`src/rtl/alu_seq_if.sv`:
```
// rtl/alu_seq_if.sv - operand/result handshake bundle for alu_seq
//
// Groups the operand channel (in_valid/in_ready/opcode/a/b), the result
// channel (out_valid/out_ready/x/y/flags) and the busy status.
//   slave  : the ALU side (drives in_ready, out_valid, x, y, flags, busy)
//   master : the operand source / result consumer side
interface alu_seq_if #(
  parameter int WIDTH = 8
);
  logic             in_valid;
  logic             in_ready;
  logic [3:0]       opcode;
  logic [WIDTH-1:0] a;
  logic [WIDTH-1:0] b;
  logic             out_valid;
  logic             out_ready;
  logic [WIDTH-1:0] x;
  logic [WIDTH-1:0] y;
  logic [3:0]       flags;
  logic             busy;

  modport slave (
    input  in_valid, opcode, a, b, out_ready,
    output in_ready, out_valid, x, y, flags, busy
  );

  modport master (
    output in_valid, opcode, a, b, out_ready,
    input  in_ready, out_valid, x, y, flags, busy
  );
endinterface

```
`src/rtl/alu_seq.sv`:
```
// rtl/alu_seq.sv - WIDTH-bit ALU with registered, handshaked result and iterative multiply
//
// Ports:
//   clk  : clock, all state updates on the rising edge
//   rst  : asynchronous active-high reset
//   bus  : alu_seq_if.slave
//          in_valid/in_ready/opcode/a/b   operation request
//          out_valid/out_ready/x/y/flags  result slot, flags = {z,n,c,v}
//          busy                           multiply in progress
// Non-multiply ops complete in one cycle; multiply is shift-add, one bit of b
// per cycle, WIDTH cycles total.
module alu_seq #(
  parameter int WIDTH = 8
) (
  input  logic      clk,
  input  logic      rst,
  alu_seq_if.slave  bus
);

  localparam int CW = (WIDTH > 1) ? $clog2(WIDTH) : 1;
  localparam logic [3:0] OP_MUL = 4'b1100;

  typedef enum logic {IDLE, MUL} state_t;

  state_t state, next_state;

  logic [WIDTH-1:0]   a_reg, b_reg;
  logic [2*WIDTH-1:0] acc, acc_next;
  logic [CW-1:0]      cnt;
  logic               mul_last;

  logic               out_valid_q;
  logic [WIDTH-1:0]   x_q, y_q;
  logic [3:0]         flags_q;

  logic               in_ready_c, busy_c, accept, accept_mul;

  logic [WIDTH-1:0]   rx, ry;
  logic               rc, rv;

  // Single-cycle result for every opcode except multiply.
  always_comb begin
    rx = '0;
    ry = '0;
    rc = 1'b0;
    rv = 1'b0;
    case (bus.opcode)
      4'b0000: rx[0] = |bus.a;
      4'b0001: rx[0] = &bus.a;
      4'b0010: rx[0] = ^bus.a;
      4'b0011: rx = bus.a & bus.b;
      4'b0100: rx = bus.a | bus.b;
      4'b0101: rx = bus.a ^ bus.b;
      4'b0110: rx[0] = bus.a > bus.b;
      4'b0111: rx[0] = bus.a < bus.b;
      4'b1000: rx[0] = (bus.a == '0);
      4'b1001: rx[0] = (bus.a == bus.b);
      4'b1010: begin
        {ry[0], rx} = {1'b0, bus.a} + {1'b0, bus.b};
        rc = ry[0];
        // Overflow when both operands share a sign the sum does not.
        rv = (bus.a[WIDTH-1] == bus.b[WIDTH-1]) && (rx[WIDTH-1] != bus.a[WIDTH-1]);
      end
      4'b1011: begin
        rx = bus.a - bus.b;
        rc = bus.a < bus.b;
        // Overflow when operand signs differ and the result sign differs from a.
        rv = (bus.a[WIDTH-1] != bus.b[WIDTH-1]) && (rx[WIDTH-1] != bus.a[WIDTH-1]);
      end
      4'b1101: rx = bus.a >> bus.b;
      4'b1110: {ry, rx} = {{WIDTH{1'b0}}, bus.a} << bus.b;
      4'b1111: rx = ~bus.a;
      default: ; // multiply is produced by the MUL state
    endcase
  end

  // Partial product for the current bit; on the last step this is the product.
  always_comb begin
    acc_next = acc;
    if (b_reg[cnt]) begin
      acc_next = acc + ({{WIDTH{1'b0}}, a_reg} << cnt);
    end
  end

  assign mul_last = (cnt == CW'(WIDTH - 1));

  always_ff @(posedge clk or posedge rst) begin
    if (rst) begin
      state <= IDLE;
    end else begin
      state <= next_state;
    end
  end

  always_comb begin
    next_state = state;
    in_ready_c = 1'b0;
    busy_c     = 1'b0;
    accept     = 1'b0;
    accept_mul = 1'b0;
    case (state)
      IDLE: begin
        // The slot can take a new result if it is empty or being drained now.
        in_ready_c = !out_valid_q || bus.out_ready;
        accept     = bus.in_valid && in_ready_c;
        accept_mul = accept && (bus.opcode == OP_MUL);
        if (accept_mul) begin
          next_state = MUL;
        end
      end
      MUL: begin
        busy_c = 1'b1;
        if (mul_last) begin
          next_state = IDLE;
        end
      end
      default: next_state = IDLE;
    endcase
  end

  always_ff @(posedge clk or posedge rst) begin
    if (rst) begin
      a_reg       <= '0;
      b_reg       <= '0;
      acc         <= '0;
      cnt         <= '0;
      out_valid_q <= 1'b0;
      x_q         <= '0;
      y_q         <= '0;
      flags_q     <= '0;
    end else begin
      case (state)
        IDLE: begin
          if (accept_mul) begin
            a_reg       <= bus.a;
            b_reg       <= bus.b;
            acc         <= '0;
            cnt         <= '0;
            out_valid_q <= 1'b0;
          end else if (accept) begin
            x_q         <= rx;
            y_q         <= ry;
            flags_q     <= {(rx == '0), rx[WIDTH-1], rc, rv};
            out_valid_q <= 1'b1;
          end else if (out_valid_q && bus.out_ready) begin
            out_valid_q <= 1'b0;
          end
        end
        MUL: begin
          acc <= acc_next;
          cnt <= cnt + CW'(1);
          if (mul_last) begin
            x_q         <= acc_next[WIDTH-1:0];
            y_q         <= acc_next[2*WIDTH-1:WIDTH];
            flags_q     <= {(acc_next[WIDTH-1:0] == '0), acc_next[WIDTH-1], 2'b00};
            out_valid_q <= 1'b1;
          end
        end
        default: ;
      endcase
    end
  end

  assign bus.in_ready  = in_ready_c;
  assign bus.busy      = busy_c;
  assign bus.out_valid = out_valid_q;
  assign bus.x         = x_q;
  assign bus.y         = y_q;
  assign bus.flags     = flags_q;

endmodule

```
`src/flat_wrapper.sv`:
```
// flat-port wrapper written by rule: the top's interface ports become plain ports
module alu_seq_flat 
#(
  parameter int WIDTH = 8
)
  (clk, rst, bus_in_valid, bus_opcode, bus_a, bus_b, bus_out_ready, bus_in_ready, bus_out_valid, bus_x, bus_y, bus_flags, bus_busy);
  alu_seq_if #(.WIDTH(WIDTH)) bus_i ();
  input  logic clk;
  input  logic rst;
  input wire logic [$bits(bus_i.in_valid)-1:0] bus_in_valid;
  input wire logic [$bits(bus_i.opcode)-1:0] bus_opcode;
  input wire logic [$bits(bus_i.a)-1:0] bus_a;
  input wire logic [$bits(bus_i.b)-1:0] bus_b;
  input wire logic [$bits(bus_i.out_ready)-1:0] bus_out_ready;
  output wire logic [$bits(bus_i.in_ready)-1:0] bus_in_ready;
  output wire logic [$bits(bus_i.out_valid)-1:0] bus_out_valid;
  output wire logic [$bits(bus_i.x)-1:0] bus_x;
  output wire logic [$bits(bus_i.y)-1:0] bus_y;
  output wire logic [$bits(bus_i.flags)-1:0] bus_flags;
  output wire logic [$bits(bus_i.busy)-1:0] bus_busy;
  assign bus_i.in_valid = bus_in_valid;
  assign bus_i.opcode = bus_opcode;
  assign bus_i.a = bus_a;
  assign bus_i.b = bus_b;
  assign bus_i.out_ready = bus_out_ready;
  assign bus_in_ready = bus_i.in_ready;
  assign bus_out_valid = bus_i.out_valid;
  assign bus_x = bus_i.x;
  assign bus_y = bus_i.y;
  assign bus_flags = bus_i.flags;
  assign bus_busy = bus_i.busy;
  alu_seq #(.WIDTH(WIDTH)) u_core (.clk(clk), .rst(rst), .bus(bus_i));
endmodule
```
`config.mk`:
```
export PLATFORM = sky130hd
export DESIGN_NAME = alu_seq_flat
export DESIGN_NICKNAME = d
export VERILOG_FILES = /design/src/rtl/alu_seq_if.sv /design/src/rtl/alu_seq.sv /design/src/flat_wrapper.sv
export SDC_FILE = /design/constraint.sdc
export NUM_CORES = 1
export LEC_CHECK = 0
export ABC_CLOCK_PERIOD_IN_PS = 3670
export BUFFER_PORTS_ARGS = -buffer_cell sky130_fd_sc_hd__buf_4
export CAP_MARGIN = 25
export CORE_UTILIZATION = 50
export CTS_CLUSTER_SIZE = 40
export DETAILED_ROUTE_END_ITERATION = 10
export GPL_TIMING_DRIVEN = 0
export PLACE_DENSITY = 0.68
export SYNTH_ARGS = -nofsm -noshare
export SYNTH_HDL_FRONTEND = slang
export SYNTH_SLANG_ARGS = --single-unit
```
`constraint.sdc`:
```
create_clock -name clk -period 3.67 [get_ports clk]
set_input_delay 1.101 -clock clk [delete_from_list [all_inputs] [get_ports clk]]
set_output_delay 1.101 -clock clk [all_outputs]
set_load 0.03 [all_outputs]
```
==> impl_metrics.py, run 1 <==
metrics = {
    "place": {
        "globalplace.congestion": 0.994,
        "port_buffers": 45,
        "dp_hpwl_um": 16000,
        "pre_cts_slack_ns": -0.826,
    },
    "logic_synthesis": {
        "yosysMostFrequentCell": "nand2_1",
        "ys_types": 80,
        "synth.area.top_cells": "dfrtp_1 (24%), ha_1 (11%), nand2_1 (6.1%)",
        "synth_common_cells": "nand2_1 (97), o21ai_0 (60), dfrtp_1 (56)",
        "synth_top_area_share_pct": 23.6,
        "synth.avg_cell_area_um2": 7.99,
        "syn-cell-area_um2": 5940,
        "ys_dominant_reg_cell": "dfrtp_1",
        "ys_ff_latch": 56,
        "synth_nets": 823,
        "yosysSeqAreaShare_pct": 23.6,
        "yosys.area.top_type": "dfrtp_1",
        "yosysWarnings": 0,
        "netlist_instances": 744,
        "async_flop_share_pct": 100,
        "synth_edf_count": 0,
    },
    "timing": {
        "relSlewSlack_pct": 26.9,
        "finalCriticalPeriod_ns": 3.53,
        "drv_slew": 0,
        "period_share_pct": 96.3,
        "worst_slack_ns": 0.137,
        "fmax_mhz": 283,
        "worst_slew_pin_slew_ns": 1.09,
        "finalHoldViolCount": 0,
        "setup-violations-final": 0,
        "finClkSkew_ns": 0.00899,
    },
    "pwr": {
        "p_leak_nw": 3.03,
        "pwr_density_cell_nw_per_um2": 631,
        "ir_drop_mv": 0.249,
    },
    "detailed_routing": {
        "drc_errors": 6,
        "drtAntennaViolNets": 0,
        "drtIter0Drc": 623,
        "drt-total-wl_um": 20400,
        "drt-wirelength-per-cell_um": 21.6,
        "first_pass_iters": 8,
        "via_per_inst": 6.44,
        "dr_total_vias": 6063,
    },
    "final_layout": {
        "fin_util_pct": 58.7,
        "seqCellArea_um2": 1400,
        "largest-register": "u_core.acc",
        "area.growth.synth_to_final_pct": 13.8,
        "fillers": 1093,
        "n_antenna_cell": 0,
        "multi_input_area_um2": 4260,
        "fin_nets": 878,
        "largest_register_ffs": 16,
        "drive_above_1_share_pct": 15.8,
    },
    "die": {
        "dieArea_um2": 12300,
        "fp-row-count": 39,
        "die_x_um": 111,
        "core_um2": 11500,
        "ios": 47,
        "initial_core_util_pct": 51.6,
        "die_y_um": 111,
    },
    "global_routing": {
        "grt_first_pass_wirelength_um": 31900,
        "grt_pass1_vias": 5760,
        "grt_max_degree": 31,
        "grtUsageTotal_pct": 33.3,
        "gr-total-overflow": 0,
        "grt_antenna_before_repair": 0,
    },
    "critical_path": {
        "cpMostUsedCell": "nor4_4",
        "cp-end-kind": "flop",
        "worstPathRequired_ns": 3.91,
        "arrival_ns": 3.77,
        "crit_slowest_cell": "ha_1",
        "cpPeakStageDelay_ns": 0.38,
        "cp_max_fo": 10,
        "worst-setup-path-type": "in2reg",
        "critPathLaunchType": "input port",
        "worstPathCellList": "buf_4, inv_1, ha_1, clkbuf_2, nor3b_1, o21ai_0, o221ai_1, a221o_1, nor4_4, nand4_1, nor4_4, a211o_1",
        "ff2ff_setup_slack_ns": 0.25,
    },
    "clock_tree": {
        "hold_buffers": 0,
        "insertion_delay_ns": 0.30,
        "clk_pin_slew_worst_paths_ns": 0.07,
        "clock-sinks": 56,
        "cts_tree": "done",
        "numCtsBuffers": 5,
        "clockBufferDepth": 2,
        "clock-root-buffer": "clkbuf_16",
        "h-tree-depth": 2,
    },
    "outcome": {
        "violations": "design-rule violations",
        "status": "complete, but fails checks",
    },
    "hold_path": {
        "worstHoldPathType": "reg2reg",
    },
    "flow_run": {
        "cap_violations": 0,
    },
}
[through the flow]
step | hold slack (ns) | std cells | power [W] | area [um^2] | TNS (ns)
detailed placement | 0.471 | 933 | 0.00370 | 6480 | -5.36
finish | 0.488 | 942 | 0.00427 | 6760 | 0
global placement | 0.466 | 932 | 0.00363 | 6460 | -5.24
floorplan | 0.445 | 744 | 0.00289 | 5940 | 0
CTS | 0.487 | 938 | 0.00418 | 6620 | 0
global route | 0.526 | 942 | 0.00456 | 6760 | -0.0122
[repair_timing]
action | 4_1_cts | 5_1_grt
setup buffers | 0 | 9
gates resized for setup | 7 | 40
endpoints found under the hold margin | 0 | 0
cloned | 0 | 0
pin swaps | 0 | 5
setup endpoints to repair | 8 | 13
[power by group]
| group | switching (W) | internal (W) | total (W) | leakage (nW) |
|---|---|---|---|---|
| Combinational | 0.00169 | 0.00103 | 0.00272 | 2.25 |
| Sequential | 0.000210 | 0.000861 | 0.00107 | 0.719 |
| Clock | 0.000228 | 0.000250 | 0.000478 | 0.0667 |
| Total | 0.00213 | 0.00214 | 0.00427 | 3.03 |
[per-layer routing]
metal	part of all wire [%]	global-route usage [%]	vias up
met5	0	0	-
met1	41	43.3	2903
met4	3.4	13.7	0
li1	-	-	2839
met3	6.7	3.12	42
met2	49	56.9	279
[cell usage in the layout, fill, tap and decap left out, types with 5 or more instances in the layout]
master / synthesis / routed
xor2_1: 6 / 6
inv_2: 1 / 5
and2_1: 10 / 10
o21ai_0: 60 / 59
xnor2_1: 9 / 9
mux4_2: 7 / 7
o21a_1: 7 / 7
or3_1: 9 / 9
nand3_1: 18 / 17
clkbuf_16: 0 / 5
clkbuf_1: 30 / 20
a31oi_1: 11 / 11
a21o_1: 10 / 10
inv_1: 27 / 21
nor4_1: 7 / 5
o2bb2ai_1: 5 / 5
dfrtp_1: 56 / 56
buf_4: 1 / 55
nor3_1: 18 / 18
nand4_1: 10 / 10
buf_2: 16 / 13
nor2b_1: 9 / 9
a21oi_1: 41 / 40
a211oi_1: 12 / 12
o22ai_1: 10 / 10
o21ai_1: 6 / 7
ha_1: 52 / 49
nor3b_1: 7 / 7
nand2_1: 97 / 97
mux2i_1: 28 / 27
nor2_1: 54 / 54
a22o_1: 7 / 7
nand2b_1: 12 / 12
[critical path, delay by kind of cell]
kind	cells	cell delay, ns
AO/OA/AOI/OAI	4	0.87
adder cells (fa/ha/maj)	1	0.38
buffers and inverters	3	0.58
AND/OR/NAND/NOR	4	0.83
[path summary, 6_finish.rpt]
kind                                  from                  end  cells after the start
max                               bus_a[6]  u_core.bus.flags[3]                     12
min                        u_core.b_reg[1]      u_core.b_reg[1]                      2
max reg2reg                  u_core.cnt[1]      u_core.bus.y[5]                     13
min reg2reg                u_core.b_reg[1]      u_core.b_reg[1]                      2
max in group asynchronous              rst      u_core.bus.y[6]                      3
min in group asynchronous              rst        u_core.cnt[2]                      2
[logic make-up after synthesis]
group | count (synthesis) | share of synthesized area, %
flops | 56 | 23.6
compound gates | 221 | 24.5
buf+inv | 79 | 5.64
simple gates | 276 | 23.2
fa+ha+maj | 55 | 12.0
mux | 42 | 8.95
xor+xnor | 15 | 2.21
[final cells by class]
class | count | share of cell area, %
multi-input combinational | 609 | 63.0
sequential | 56 | 20.7
timing repair buffer | 55 | 6.35
buffer | 43 | 3.53
tap | 143 | 2.65
clock buffer | 6 | 1.91
inverter | 29 | 1.76
clock inverter | 1 | 0.0740
(Power assumes the default switching activity.)
==> run 2, diff against run 1 <==
CORE_UTILIZATION = 52   (was 50)
PLACE_DENSITY = 0.71   (was 0.68)
==> run 2 against run 1 <==
Compared with the run above: the flow now finishes without violations; first-iteration DRC count rose by 1.8%; wire length rose by 1.2%; register-to-register slack got worse by 0.12 ns; cell area decreased by 0.37%; sequential cell count did not move; via count increased by 1.7%; die area decreased by 3.8%; largest cell class unchanged; highest routed layer unchanged.
==> impl_metrics.py, run 2 (same netlist as run 1, synthesis figures left out) <==
metrics = {
    "detailed_routing": {
        "drtAntennaViolNets": 0,
        "first_pass_iters": 8,
        "drt-wirelength-per-cell_um": 22.0,
        "drc_errors": 0,
        "drt-total-wl_um": 20600,
        "drtIter0Drc": 634,
        "dr_total_vias": 6169,
        "via_per_inst": 6.58,
    },
    "timing": {
        "finalCriticalPeriod_ns": 3.67,
        "relSlewSlack_pct": 26.0,
        "period_share_pct": 99.9,
        "worst_slew_pin_slew_ns": 1.11,
        "rsz0062_at_grt": "yes",
        "setup-tns-final_ns": 0,
        "setup-violations-final": 0,
        "worst_slack_ns": 0.00367,
        "drv_slew": 0,
        "fmax_mhz": 273,
        "finalHoldViolCount": 0,
        "finClkSkew_ns": 0.00846,
    },
    "pwr": {
        "p_leak_nw": 3.03,
        "ir_drop_mv": 0.474,
        "pwr_density_cell_nw_per_um2": 647,
    },
    "final_layout": {
        "final-instance-count-excl-fill": 938,
        "final_cell_mix": "nand2_1 (97), o21ai_0 (57), dfrtp_1 (56), nor2_1 (54), buf_4 (53)",
        "largest-register": "u_core.acc",
        "n_antenna_cell": 0,
        "fin_util_pct": 61.3,
        "fin_nets": 878,
        "layout_commonest_cell": "nand2_1",
        "area.growth.synth_to_final_pct": 13.4,
        "drive_above_1_share_pct": 14.4,
        "largest_register_ffs": 16,
    },
    "global_routing": {
        "grt_max_degree": 44,
        "grtUsageTotal_pct": 35.7,
        "grt_antenna_before_repair": 0,
        "grt_pass1_vias": 5818,
        "gr-total-overflow": 0,
        "grt_first_pass_wirelength_um": 32000,
    },
    "clock_tree": {
        "insertion_delay_ns": 0.30,
        "clk_pin_slew_worst_paths_ns": 0.07,
        "clock-root-buffer": "clkbuf_16",
        "cts_tree": "done",
        "h-tree-depth": 2,
        "clockBufferDepth": 2,
        "numCtsBuffers": 5,
        "clock-sinks": 56,
    },
    "die": {
        "core_um2": 11000,
        "die_y_um": 109,
        "initial_core_util_pct": 54.1,
        "die_x_um": 109,
        "dieArea_um2": 11900,
        "ios": 47,
        "fp-row-count": 38,
    },
    "hold_path": {
        "worstHoldPathType": "reg2reg",
    },
    "outcome": {
        "status": "finished, final reports clean",
    },
    "critical_path": {
        "arrival_ns": 3.91,
        "worstPathRequired_ns": 3.91,
        "cp-end-kind": "flop",
        "cp_max_fo": 10,
        "worst-setup-path-type": "in2reg",
        "critPathLaunchType": "input port",
    },
    "flow_run": {
        "cap_violations": 0,
    },
    "place": {
        "dp_hpwl_um": 16100,
        "dp_cells": 930,
        "globalplace.congestion": 0.982,
        "pre_cts_slack_ns": -0.834,
        "port_buffers": 45,
    },
}
==> run 2: cell count changes in the layout (fill, tap and decap cells not counted), sizes merged <==
cell / previous run / this run
buf: 76 / 72
bufinv: 0 / 1
clkinv: 1 / 0
clkbuf: 28 / 31
==> run 2: routing by layer <==
layer | track usage (%) | vias up | share of wire (%)
li1 | - | 2848 | -
met1 | 45.0 | 2968 | 42
met2 | 60.7 | 291 | 48
met3 | 3.83 | 62 | 5.6
met4 | 17.2 | 0 | 4.6
met5 | 0 | - | 0
==> run 2: final timing paths <==
kind | start | to | slack (ns) | cells after the start
hold reg to reg | u_core.b_reg[6] | u_core.b_reg[6] | 0.49 | 2
max in group asynchronous | rst | u_core.bus.flags[0] | 2.35 | 3
setup / recovery | bus_a[6] | u_core.bus.flags[3] | 0.004 | 12
setup reg to reg | u_core.cnt[1] | u_core.bus.y[5] | 0.13 | 15
min in group asynchronous | rst | u_core.cnt[2] | 0.77 | 2
hold / removal | u_core.b_reg[6] | u_core.b_reg[6] | 0.49 | 2
==> run 2: critical path: stages <==
cell,delay [ns]
buf_4,0.18
inv_1,0.15
ha_1,0.38
clkbuf_1,0.32
nor3b_1,0.10
o21ai_0,0.19
o221ai_1,0.19
a221o_1,0.37
nor4_4,0.40
nand4_1,0.17
nor4_2,0.21
a211o_1,0.13
==> run 2: what timing repair did <==
action / in CTS / in global routing
setup endpoints to repair: 9 / 14
hold buffers: 0 / 0
gates resized for setup: 5 / 19
pin swaps: 0 / 2
buffers inserted: 0 / 7
==> run 2: per-stage QoR <==
step | cell area [um^2] | total power, W | hold slack (ns)
after floorplan | 5940 | 0.00289 | 0.445
after global placement | 6450 | 0.00360 | 0.458
after detailed placement | 6470 | 0.00369 | 0.470
after CTS | 6640 | 0.00423 | 0.485
after global routing | 6740 | 0.00463 | 0.524
final | 6740 | 0.00436 | 0.487
==> run 2: final cells by class <==
cell class / instances / area, um^2
timing repair buffer: 54 / 415
fill: 1006 / 4250
clock buffer: 5 / 125
clock inverter: 1 / 30.0
inverter: 29 / 116
buffer: 44 / 228
sequential: 56 / 1400
multi-input combinational: 609 / 4250
tap: 140 / 175
==> run 2: where the power goes <==
part	total (W)	leakage [nW]	switching, W	internal (W)
Sequential	0.00107	0.719	0.000211	0.000861
Combinational	0.00274	2.23	0.00170	0.00104
Clock	0.000542	0.0757	0.000227	0.000315
==> run 3, diff against run 2 <==
CORE_ASPECT_RATIO = 0.9   (was default)
==> run 3 against run 2 <==
Compared with the run above: the run now ends with negative setup slack left; critical path depth did not move; non-clock buffer count is 2 higher; highest routed layer unchanged; total power is 2.2% higher; register-to-register slack about the same.
==> impl_metrics.py, run 3 (same netlist as run 1, synthesis figures left out) <==
metrics = {
    "pwr": {
        "pwr_density_cell_nw_per_um2": 645,
        "swShare_pct": 50.1,
        "ir_drop_mv": 0.456,
        "comb_power_share_pct": 63.0,
        "switching_power_w": 0.00223,
        "pwr-share-seq_pct": 24.0,
        "pwr-share-clk_pct": 13.0,
        "p_leak_nw": 3.05,
        "p_int_w": 0.00222,
    },
    "critical_path": {
        "arrival_ns": 3.96,
        "r2r-start": "u_core.cnt[1]",
        "cp-end-kind": "flop",
        "reg2reg_depth": 13,
        "r2r-end": "u_core.bus.y[5]",
        "worst-setup-path-type": "in2reg",
        "cp_max_fo": 11,
        "critPathLaunchType": "input port",
        "ff2ff_setup_slack_ns": 0.13,
        "worstPathRequired_ns": 3.92,
    },
    "timing": {
        "finalHoldViolCount": 0,
        "drv_slew": 0,
        "setup-tns-final_ns": -0.0432,
        "setup-violations-final": 1,
        "relSlewSlack_pct": 25.9,
        "finalCriticalPeriod_ns": 3.71,
        "period_share_pct": 101,
        "worst_slew_pin_slew_ns": 1.10,
        "fmax_mhz": 269,
        "finClkSkew_ns": 0.00726,
        "worst_slack_ns": -0.0432,
    },
    "global_routing": {
        "grtUsageTotal_pct": 36.7,
        "global_route.usage.met3_pct": 10.1,
        "grt_max_degree": 40,
        "grt_first_pass_wirelength_um": 32400,
        "grtUsageMet2_pct": 50.8,
        "grt-busiest-layer": "met1",
        "grt_util_met1_pct": 56.3,
        "grt_antenna_before_repair": 0,
        "gr-total-overflow": 0,
        "grt_pass1_vias": 5663,
    },
    "place": {
        "dp_hpwl_um": 16300,
        "pre_cts_slack_ns": -0.916,
        "dp_cells": 942,
        "globalplace.congestion": 0.967,
        "port_buffers": 45,
    },
    "clock_tree": {
        "clock-sinks": 56,
        "numCtsBuffers": 5,
        "clk_pin_slew_worst_paths_ns": 0.08,
        "clock-root-buffer": "clkbuf_16",
        "clockBufferDepth": 2,
        "cts_tree": "done",
        "insertion_delay_ns": 0.31,
        "h-tree-depth": 2,
    },
    "hold_path": {
        "min_from": "u_core.b_reg[4]",
        "worstHoldPathType": "reg2reg",
        "holdPathStages": 2,
        "hold_end": "u_core.b_reg[4]",
    },
    "final_layout": {
        "largest_register_ffs": 16,
        "largest-register": "u_core.acc",
        "drive_above_1_share_pct": 16.7,
        "fin_nets": 880,
        "final-instance-count-excl-fill": 954,
        "area.growth.synth_to_final_pct": 16.1,
        "final_cell_mix": "nand2_1 (97), buf_4 (58), dfrtp_1 (56), o21ai_0 (55), nor2_1 (54)",
        "n_antenna_cell": 0,
        "layout_commonest_cell": "nand2_1",
    },
    "detailed_routing": {
        "drtAntennaViolNets": 0,
        "dr_total_vias": 6319,
        "via_per_inst": 6.62,
        "drc_errors": 0,
        "drtIter0Drc": 742,
        "first_pass_iters": 7,
        "drt-wirelength-per-cell_um": 22.3,
        "drt-total-wl_um": 21300,
    },
    "die": {
        "fp-row-count": 36,
        "core_um2": 11000,
        "initial_core_util_pct": 54.1,
        "ios": 47,
        "die_y_um": 103,
        "dieArea_um2": 11900,
        "die_x_um": 115,
    },
    "outcome": {
        "violations": "negative setup slack",
        "status": "complete, but fails checks",
    },
    "flow_run": {
        "cap_violations": 0,
    },
}
-- run 3: cell types whose count changed in the layout (fill, tap and decap cells not counted), moves of 3 or more --
cell,change
ha_1,-3
inv_1,-3
buf_4,+5
clkbuf_2,-3
-- run 3: cell type report --
class                   instances  area (um^2)
inverters                      29          124
repair buffers                 58          448
fillers                       995         4090
clock inverters                 3         47.5
clock buffers                   5          125
well taps                     152          190
multi-input cells             609         4340
flip-flops and latches         56         1400
plain buffers                  42          225
-- run 3: layer usage --
metal	vias up	wire length (um)
li1	2846	-
met1	3044	9700
met2	390	8670
met3	39	2570
met4	0	369
met5	-	0
-- run 3: how the worst max path moves through the flow --
stage / startpoint / endpoint / cells past startpoint
after floorplan: bus_b[1] / u_core.bus.flags[3] / 12
after global placement: bus_b[2] / u_core.bus.flags[3] / 13
after detailed placement: bus_b[2] / u_core.bus.flags[3] / 13
after CTS: bus_a[7] / u_core.bus.x[0] / 12
after global routing: bus_a[0] / u_core.bus.flags[3] / 12
final: bus_a[5] / u_core.bus.flags[3] / 12
-- run 3: what timing repair did --
item,in CTS,in global routing
gates cloned,0,0
endpoints found under the setup margin,10,13
gates resized for setup,12,40
hold buffers,0,0
hold endpoints to repair,0,0
pin swaps,0,8
buffers inserted,2,10
-- run 3: power groups by stage --
stage	clock network [W]	logic (W)	registers (W)
after detailed placement	0	0.00265	0.00106
after floorplan	0	0.00168	0.00121
after global routing	0.000598	0.00302	0.00110
after CTS	0.000575	0.00269	0.00105
after global placement	0	0.00260	0.00105
final	0.000579	0.00280	0.00107
-- run 3: critical path, stage by stage --
cell and delay, ns:
buf_4 0.18, inv_1 0.11, ha_1 0.35, buf_2 0.21, nor3b_1 0.15, o21ai_1 0.15, o221ai_1 0.19, a221o_1 0.39
nor4_4 0.42, nand4_1 0.23, nor4_4 0.32, a211o_1 0.13
-- run 3: metrics by stage --
stage | utilization (%) | power (W) | cell area (um^2) | hold WS, ns
after global routing | 62.8 | 0.00472 | 6900 | 0.514
after floorplan | - | 0.00289 | 5940 | 0.445
after global placement | 58.9 | 0.00365 | 6470 | 0.463
final | 62.8 | 0.00445 | 6900 | 0.488
after CTS | 61.2 | 0.00432 | 6720 | 0.487
after detailed placement | 59.1 | 0.00371 | 6490 | 0.470
